`config.mk`:
```
export PLATFORM = sky130hd
export DESIGN_NAME = unpack
export DESIGN_NICKNAME = d
export VERILOG_FILES = /design/src/rtl/unpack_pkg.sv /design/src/rtl/preamble_detector.sv /design/src/rtl/unpack.sv
export SDC_FILE = /design/constraint.sdc
export NUM_CORES = 1
export LEC_CHECK = 0
export ABC_AREA = 0
export CAP_MARGIN = 40
export CORE_UTILIZATION = 30
export DETAILED_ROUTE_END_ITERATION = 7
export MAX_ROUTING_LAYER = met4
export PLACE_DENSITY = 0.52
export SLEW_MARGIN = 10
export SYNTH_ARGS = -nofsm -noshare
export SYNTH_HDL_FRONTEND = slang
export SYNTH_SLANG_ARGS = --single-unit
```
`constraint.sdc`:
```
create_clock -name i_clk -period 2.3 [get_ports i_clk]
set_input_delay 0.69 -clock i_clk [delete_from_list [all_inputs] [get_ports i_clk]]
set_output_delay 0.69 -clock i_clk [all_outputs]
set_load 0.02 [all_outputs]
```
`src/rtl/unpack_pkg.sv`:
```
// unpack_pkg: shared types and constants for the serial depacketizer.
// State encoding, default preamble and payload-size derivation.
package unpack_pkg;

  typedef enum logic {
    SEARCH  = 1'b0,
    PAYLOAD = 1'b1
  } state_e;

  localparam logic [31:0] PREAMBLE_DEF = 32'hEB90_1F3C;

  function automatic int payload_bytes(
    input int bits_pack,
    input int bits_pre,
    input int bits_word
  );
    return (bits_pack - bits_pre) / bits_word;
  endfunction

endpackage

```
`src/rtl/preamble_detector.sv`:
```
// preamble_detector: serial shift register with preamble comparator.
// UNPACK_ERR_TOL_EN selects Hamming-distance matching over exact match.
module preamble_detector
  import unpack_pkg::*;
#(
  parameter int                       SIZE_PREAMBLE    = 32,
  parameter logic [SIZE_PREAMBLE-1:0] PREAMBLE         = PREAMBLE_DEF,
  parameter int                       PREAMBLE_MAX_ERR = 2
) (
  input  logic i_clk,
  input  logic i_reset_n,
  input  logic i_shift,
  input  logic i_clear,
  input  logic i_data,
  output logic o_match
);

  logic [SIZE_PREAMBLE-1:0] sr_q, sr_d;
  logic [SIZE_PREAMBLE-1:0] cand;

  // A cleared register must never look like the preamble.
  if (PREAMBLE == '0) begin : g_zero_pre
    $error("PREAMBLE must be nonzero");
  end
  if (PREAMBLE_MAX_ERR < 0 || PREAMBLE_MAX_ERR >= SIZE_PREAMBLE) begin : g_bad_err
    $error("PREAMBLE_MAX_ERR out of range");
  end

  // Candidate window includes the bit offered this cycle.
  assign cand = {sr_q[SIZE_PREAMBLE-2:0], i_data};

  // Next shift-register value: clear wins over shift.
  always_comb begin
    sr_d = sr_q;
    if (i_clear) begin
      sr_d = '0;
    end else if (i_shift) begin
      sr_d = cand;
    end
  end

  // Shift register state.
  always_ff @(posedge i_clk or negedge i_reset_n) begin
    if (!i_reset_n) begin
      sr_q <= '0;
    end else begin
      sr_q <= sr_d;
    end
  end

`ifdef UNPACK_ERR_TOL_EN
  localparam int ERRW = $clog2(SIZE_PREAMBLE + 1);
  logic [SIZE_PREAMBLE-1:0] diff;
  logic [ERRW-1:0]          err;

  // Popcount of mismatching bits against the tolerance.
  always_comb begin
    diff = cand ^ PREAMBLE;
    err  = '0;
    for (int k = 0; k < SIZE_PREAMBLE; k++) begin
      err = err + ERRW'(diff[k]);
    end
    o_match = (err <= ERRW'(PREAMBLE_MAX_ERR));
  end
`else
  assign o_match = (cand == PREAMBLE);
`endif

endmodule

```
`src/rtl/unpack.sv`:
```
// unpack: serial-to-byte depacketizer, locks on a 32-bit preamble.
// Optional UNPACK_ERR_TOL_EN enables error-tolerant preamble matching.
module unpack
  import unpack_pkg::*;
#(
  parameter int          SIZE_BIT_PACK    = 1976,
  parameter int          SIZE_PREAMBLE    = 32,
  parameter logic [31:0] PREAMBLE         = PREAMBLE_DEF,
  parameter int          SIZE_OUTPUT_BIT  = 8,
  parameter int          PREAMBLE_MAX_ERR = 2
) (
  input  logic                       i_clk,
  input  logic                       i_reset_n,
  input  logic                       i_data,
  input  logic                       i_valid,
  output logic                       o_ready,
  output logic [SIZE_OUTPUT_BIT-1:0] o_data,
  output logic                       o_valid,
  input  logic                       i_ready,
  output logic                       o_last,
  output logic                       o_lock
);

  localparam int PB  = payload_bytes(SIZE_BIT_PACK, SIZE_PREAMBLE,
                                     SIZE_OUTPUT_BIT);
  localparam int BCW = $clog2(SIZE_OUTPUT_BIT);
  localparam int W   = SIZE_OUTPUT_BIT;

  state_e             state_q, state_d;
  logic [BCW-1:0]     bit_cnt_q, bit_cnt_d;
  logic [7:0]         byte_cnt_q, byte_cnt_d;
  logic [W-1:0]       shreg_q, shreg_d;
  logic [W-1:0]       data_q, data_d;
  logic               valid_q, valid_d;
  logic               last_q, last_d;
  logic               accept;
  logic               match;
  logic               sr_shift;
  logic               sr_clear;

  assign o_ready = !valid_q || i_ready;
  assign accept  = i_valid && o_ready;

  preamble_detector #(
    .SIZE_PREAMBLE    (SIZE_PREAMBLE),
    .PREAMBLE         (PREAMBLE[SIZE_PREAMBLE-1:0]),
    .PREAMBLE_MAX_ERR (PREAMBLE_MAX_ERR)
  ) u_det (
    .i_clk     (i_clk),
    .i_reset_n (i_reset_n),
    .i_shift   (sr_shift),
    .i_clear   (sr_clear),
    .i_data    (i_data),
    .o_match   (match)
  );

  // Next state: preamble search, byte assembly and output handshake.
  always_comb begin
    state_d    = state_q;
    bit_cnt_d  = bit_cnt_q;
    byte_cnt_d = byte_cnt_q;
    shreg_d    = shreg_q;
    data_d     = data_q;
    valid_d    = valid_q;
    last_d     = last_q;
    sr_shift   = 1'b0;
    sr_clear   = 1'b0;
    if (valid_q && i_ready) begin
      valid_d = 1'b0;
      last_d  = 1'b0;
    end
    unique case (state_q)
      SEARCH: begin
        if (accept) begin
          sr_shift = 1'b1;
          if (match) begin
            state_d    = PAYLOAD;
            bit_cnt_d  = '0;
            byte_cnt_d = '0;
          end
        end
      end
      PAYLOAD: begin
        if (accept) begin
          shreg_d   = {shreg_q[W-2:0], i_data};
          bit_cnt_d = bit_cnt_q + BCW'(1);
          if (bit_cnt_q == BCW'(W - 1)) begin
            data_d  = {shreg_q[W-2:0], i_data};
            valid_d = 1'b1;
            last_d  = (byte_cnt_q == 8'(PB - 1));
            if (byte_cnt_q == 8'(PB - 1)) begin
              state_d    = SEARCH;
              sr_clear   = 1'b1;
              byte_cnt_d = '0;
            end else begin
              byte_cnt_d = byte_cnt_q + 8'd1;
            end
          end
        end
      end
      default: state_d = SEARCH;
    endcase
  end

  // State and datapath registers.
  always_ff @(posedge i_clk or negedge i_reset_n) begin
    if (!i_reset_n) begin
      state_q    <= SEARCH;
      bit_cnt_q  <= '0;
      byte_cnt_q <= '0;
      shreg_q    <= '0;
      data_q     <= '0;
      valid_q    <= 1'b0;
      last_q     <= 1'b0;
    end else begin
      state_q    <= state_d;
      bit_cnt_q  <= bit_cnt_d;
      byte_cnt_q <= byte_cnt_d;
      shreg_q    <= shreg_d;
      data_q     <= data_d;
      valid_q    <= valid_d;
      last_q     <= last_d;
    end
  end

  assign o_data  = data_q;
  assign o_valid = valid_q;
  assign o_last  = last_q;
  assign o_lock  = (state_q == PAYLOAD);

endmodule

```
==> flow_summary.ini <==
[floorplan]
initial_core_util = 0.315
die_area_mm2 = 0.00919
die_x_um = 95.9
placementRows = 33
boundaryPins = 17
core-area_mm2 = 0.00838
die_y_um = 95.9

[logic_synthesis]
ys_top_cells_by_area = dfrtp_1 (57%), nand2_1 (7.5%), a22o_1 (7.0%), mux2_2 (3.0%), a21oi_1 (2.5%)
synth_edf_count = 0
avgSynthCellArea_um2 = 10.9
synth.distinct_cells = 42
synth-seq-cells = 60
syn-num-nets = 251
syn-cell-area_mm2 = 0.00264
async_reset_ff_frac = 1.00
ys_seq_area_frac = 0.568
yosysWarnings = 0
synthFlopType = dfrtp_1
yosysTopAreaCell = dfrtp_1
syn_inst = 242
yosys.area.top_type_share = 0.568

[finish]
num-nets-final = 288
area_growth_pct = 22.2
n_antenna_cell = 0
final_common_cell = dfrtp_1
final_area_mm2 = 0.00323
drive_gt1_frac = 0.205
final_cell_mix = dfrtp_1 (60), nand2_1 (53), a22o_1 (21), buf_4 (18), clkdlybuf4s50_1 (14)

[global_routing]
grt_pass1_wl_um = 9800
grt_overflow = 0
grt_start_max_net_pins = 47
track_usage = 0.146
antenna_found_initial = 0
grt_pass1_vias = 1925

[route]
drc_errors = 0
vias = 1964
drtIter0Drc = 92
routed_wl_um = 5560
routed_via_density = 5.06
wl_per_cell_um = 14.3
drtAntennaViolNets = 0
drt-pass1-iter-count = 4

[worst_setup_path]
reg2reg_depth = 8
crit_path_max_incr_delay_ns = 0.44
setup.worst_path.end = o_ready
startpoint_type = input pin
worst_path_dominant_cell_family = buffers and inverters
r2r-end = byte_cnt_q[0]
worst-path-stages = 4
crit_path_end_kind = primary output
path_buf_inv = 3
path_max_fanout = 2
r2r-start = o_valid
crit_chain = clkdlybuf4s50_1 -> nor2b_2 -> inv_1 -> clkdlybuf4s15_2
worstSetupPathType = input pin to primary output
cp_slowest_cell = clkdlybuf4s50_1
worstSetupStartpoint = i_ready
arrival_ns = 1.57
reg2reg_setup_slack_ns = 0.46
crit_required_ns = 1.61

[pwr]
power_density_mw_per_mm2 = 981
p_leak_uw = 0.00148
ir_worst_vdd_mv = 0.494

[clocking]
clkTransAtPathRegs_ns = 0.07
root_buffer = clkbuf_8
numClockSinks = 60
worst_skew_pair.late_latency_ns = 0.33
cts_tree = built
clock_path_buffers = 2
numCtsBuffers = 9
htreeDepth = 3

[run_status]
outcome = finished, final reports clean

[hold_path]
hp-class = input pin to async pin

[timing]
hold_viol_final = 0
setup_viol = 0
worst_pin_slew_ns = 0.371
fin_skew_ns = 0.00594
rsz0062_at_grt = no
period_needed_ns = 2.26
drv_slew = 0
fin_tns_setup_ns = 0
relSlewSlack = 0.753
fmax_ghz = 0.442
period_share = 0.983

[placed_design]
globalplace.congestion = 0.732
port_buffers = 16
placed_area_mm2 = 0.00306
dp_hpwl_um = 3770

[job]
maxCapViolCount = 0
[state kept, by name, indices dropped and copies added (netlist names)]
name / cells
o_last: 1
o_data: 8
u_det.sr_q: 31
o_valid: 1
o_lock: 1
bit_cnt_q: 3
byte_cnt_q: 8
shreg_q: 7
[through the flow]
| stage | worst slack, ns | util | cells | hold slack, ns | power [µW] |
|---|---|---|---|---|---|
| 2_1_floorplan | 0.508 | - | 242 | 0.394 | 2030 |
| 3_3_place_gp | -0.271 | 0.365 | 372 | 0.452 | 2360 |
| 3_5_place_dp | -0.292 | 0.365 | 372 | 0.454 | 2380 |
| 4_1_cts | 0.0221 | 0.385 | 387 | 0.269 | 3200 |
| 5_1_grt | 0.000128 | 0.385 | 388 | 0.285 | 3390 |
| 6_report | 0.0388 | 0.385 | 388 | 0.267 | 3170 |
[cells in the mapped netlist, drive strengths merged, types with 2 or more instances]
master  count
dfrtp      60
nand2      53
a22o       21
a21oi      13
inv        11
buf         8
mux2        7
nand3       6
nor2        5
o21ai       5
a31oi       4
ha          4
nor3        4
a22oi       3
and4bb      3
clkbuf      3
nand2b      3
o22ai       3
and3        2
and4        2
and4b       2
nand4       2
nor2b       2
nor4        2
o211ai      2
o32ai       2
or3         2
[layer usage]
metal | vias to the layer above | global-route usage | wire length, µm | part of all wire
li1 | 946 | - | - | -
met1 | 976 | 0.203 | 2760 | 0.50
met2 | 38 | 0.208 | 2610 | 0.47
met3 | 4 | 0.0261 | 175 | 0.031
met4 | 0 | 0.0659 | 14 | 0.0025
met5 | - | - | 0 | 0
[power by group]
| part | total [µW] | switching [µW] | internal, µW |
|---|---|---|---|
| combinational | 818 | 406 | 412 |
| clock | 815 | 407 | 408 |
| sequential | 1540 | 212 | 1320 |
| total | 3170 | 1030 | 2140 |
[how the worst min path moves through the flow]
stage	slack, ns	end	cells past startpoint	start
finish	0.27	u_det.sr_q[30]	1	i_reset_n
global route	0.28	u_det.sr_q[30]	1	i_reset_n
CTS	0.27	u_det.sr_q[30]	1	i_reset_n
detailed placement	0.45	o_data[7]	2	shreg_q[6]
global placement	0.45	o_data[7]	2	shreg_q[6]
floorplan	0.39	bit_cnt_q[0]	0	i_reset_n
[layout make-up]
class                      count  area [µm²]
clock buffer                  10         138
clock inverter                 5        28.8
fill                         842        5150
inverter                      11        41.3
multi-input combinational    160        1040
sequential                    60        1500
tap                          105         131
timing repair buffer          37         352
[repair_timing]
action,in CTS,in global routing
cloned,0,0
resized for setup,3,0
buffers inserted,0,1
setup endpoints to repair,1,1
hold buffers,0,0
[logic make-up after synthesis]
family	after synthesis	share of synthesized area
multiplexers	7	0.0298
adder cells (fa/ha/maj)	4	0.0189
AND/OR/NAND/NOR	90	0.183
buffers and inverters	22	0.0393
AO/OA/AOI/OAI	59	0.161
flip-flops	60	0.568
Power figures use the tool's default switching activity.
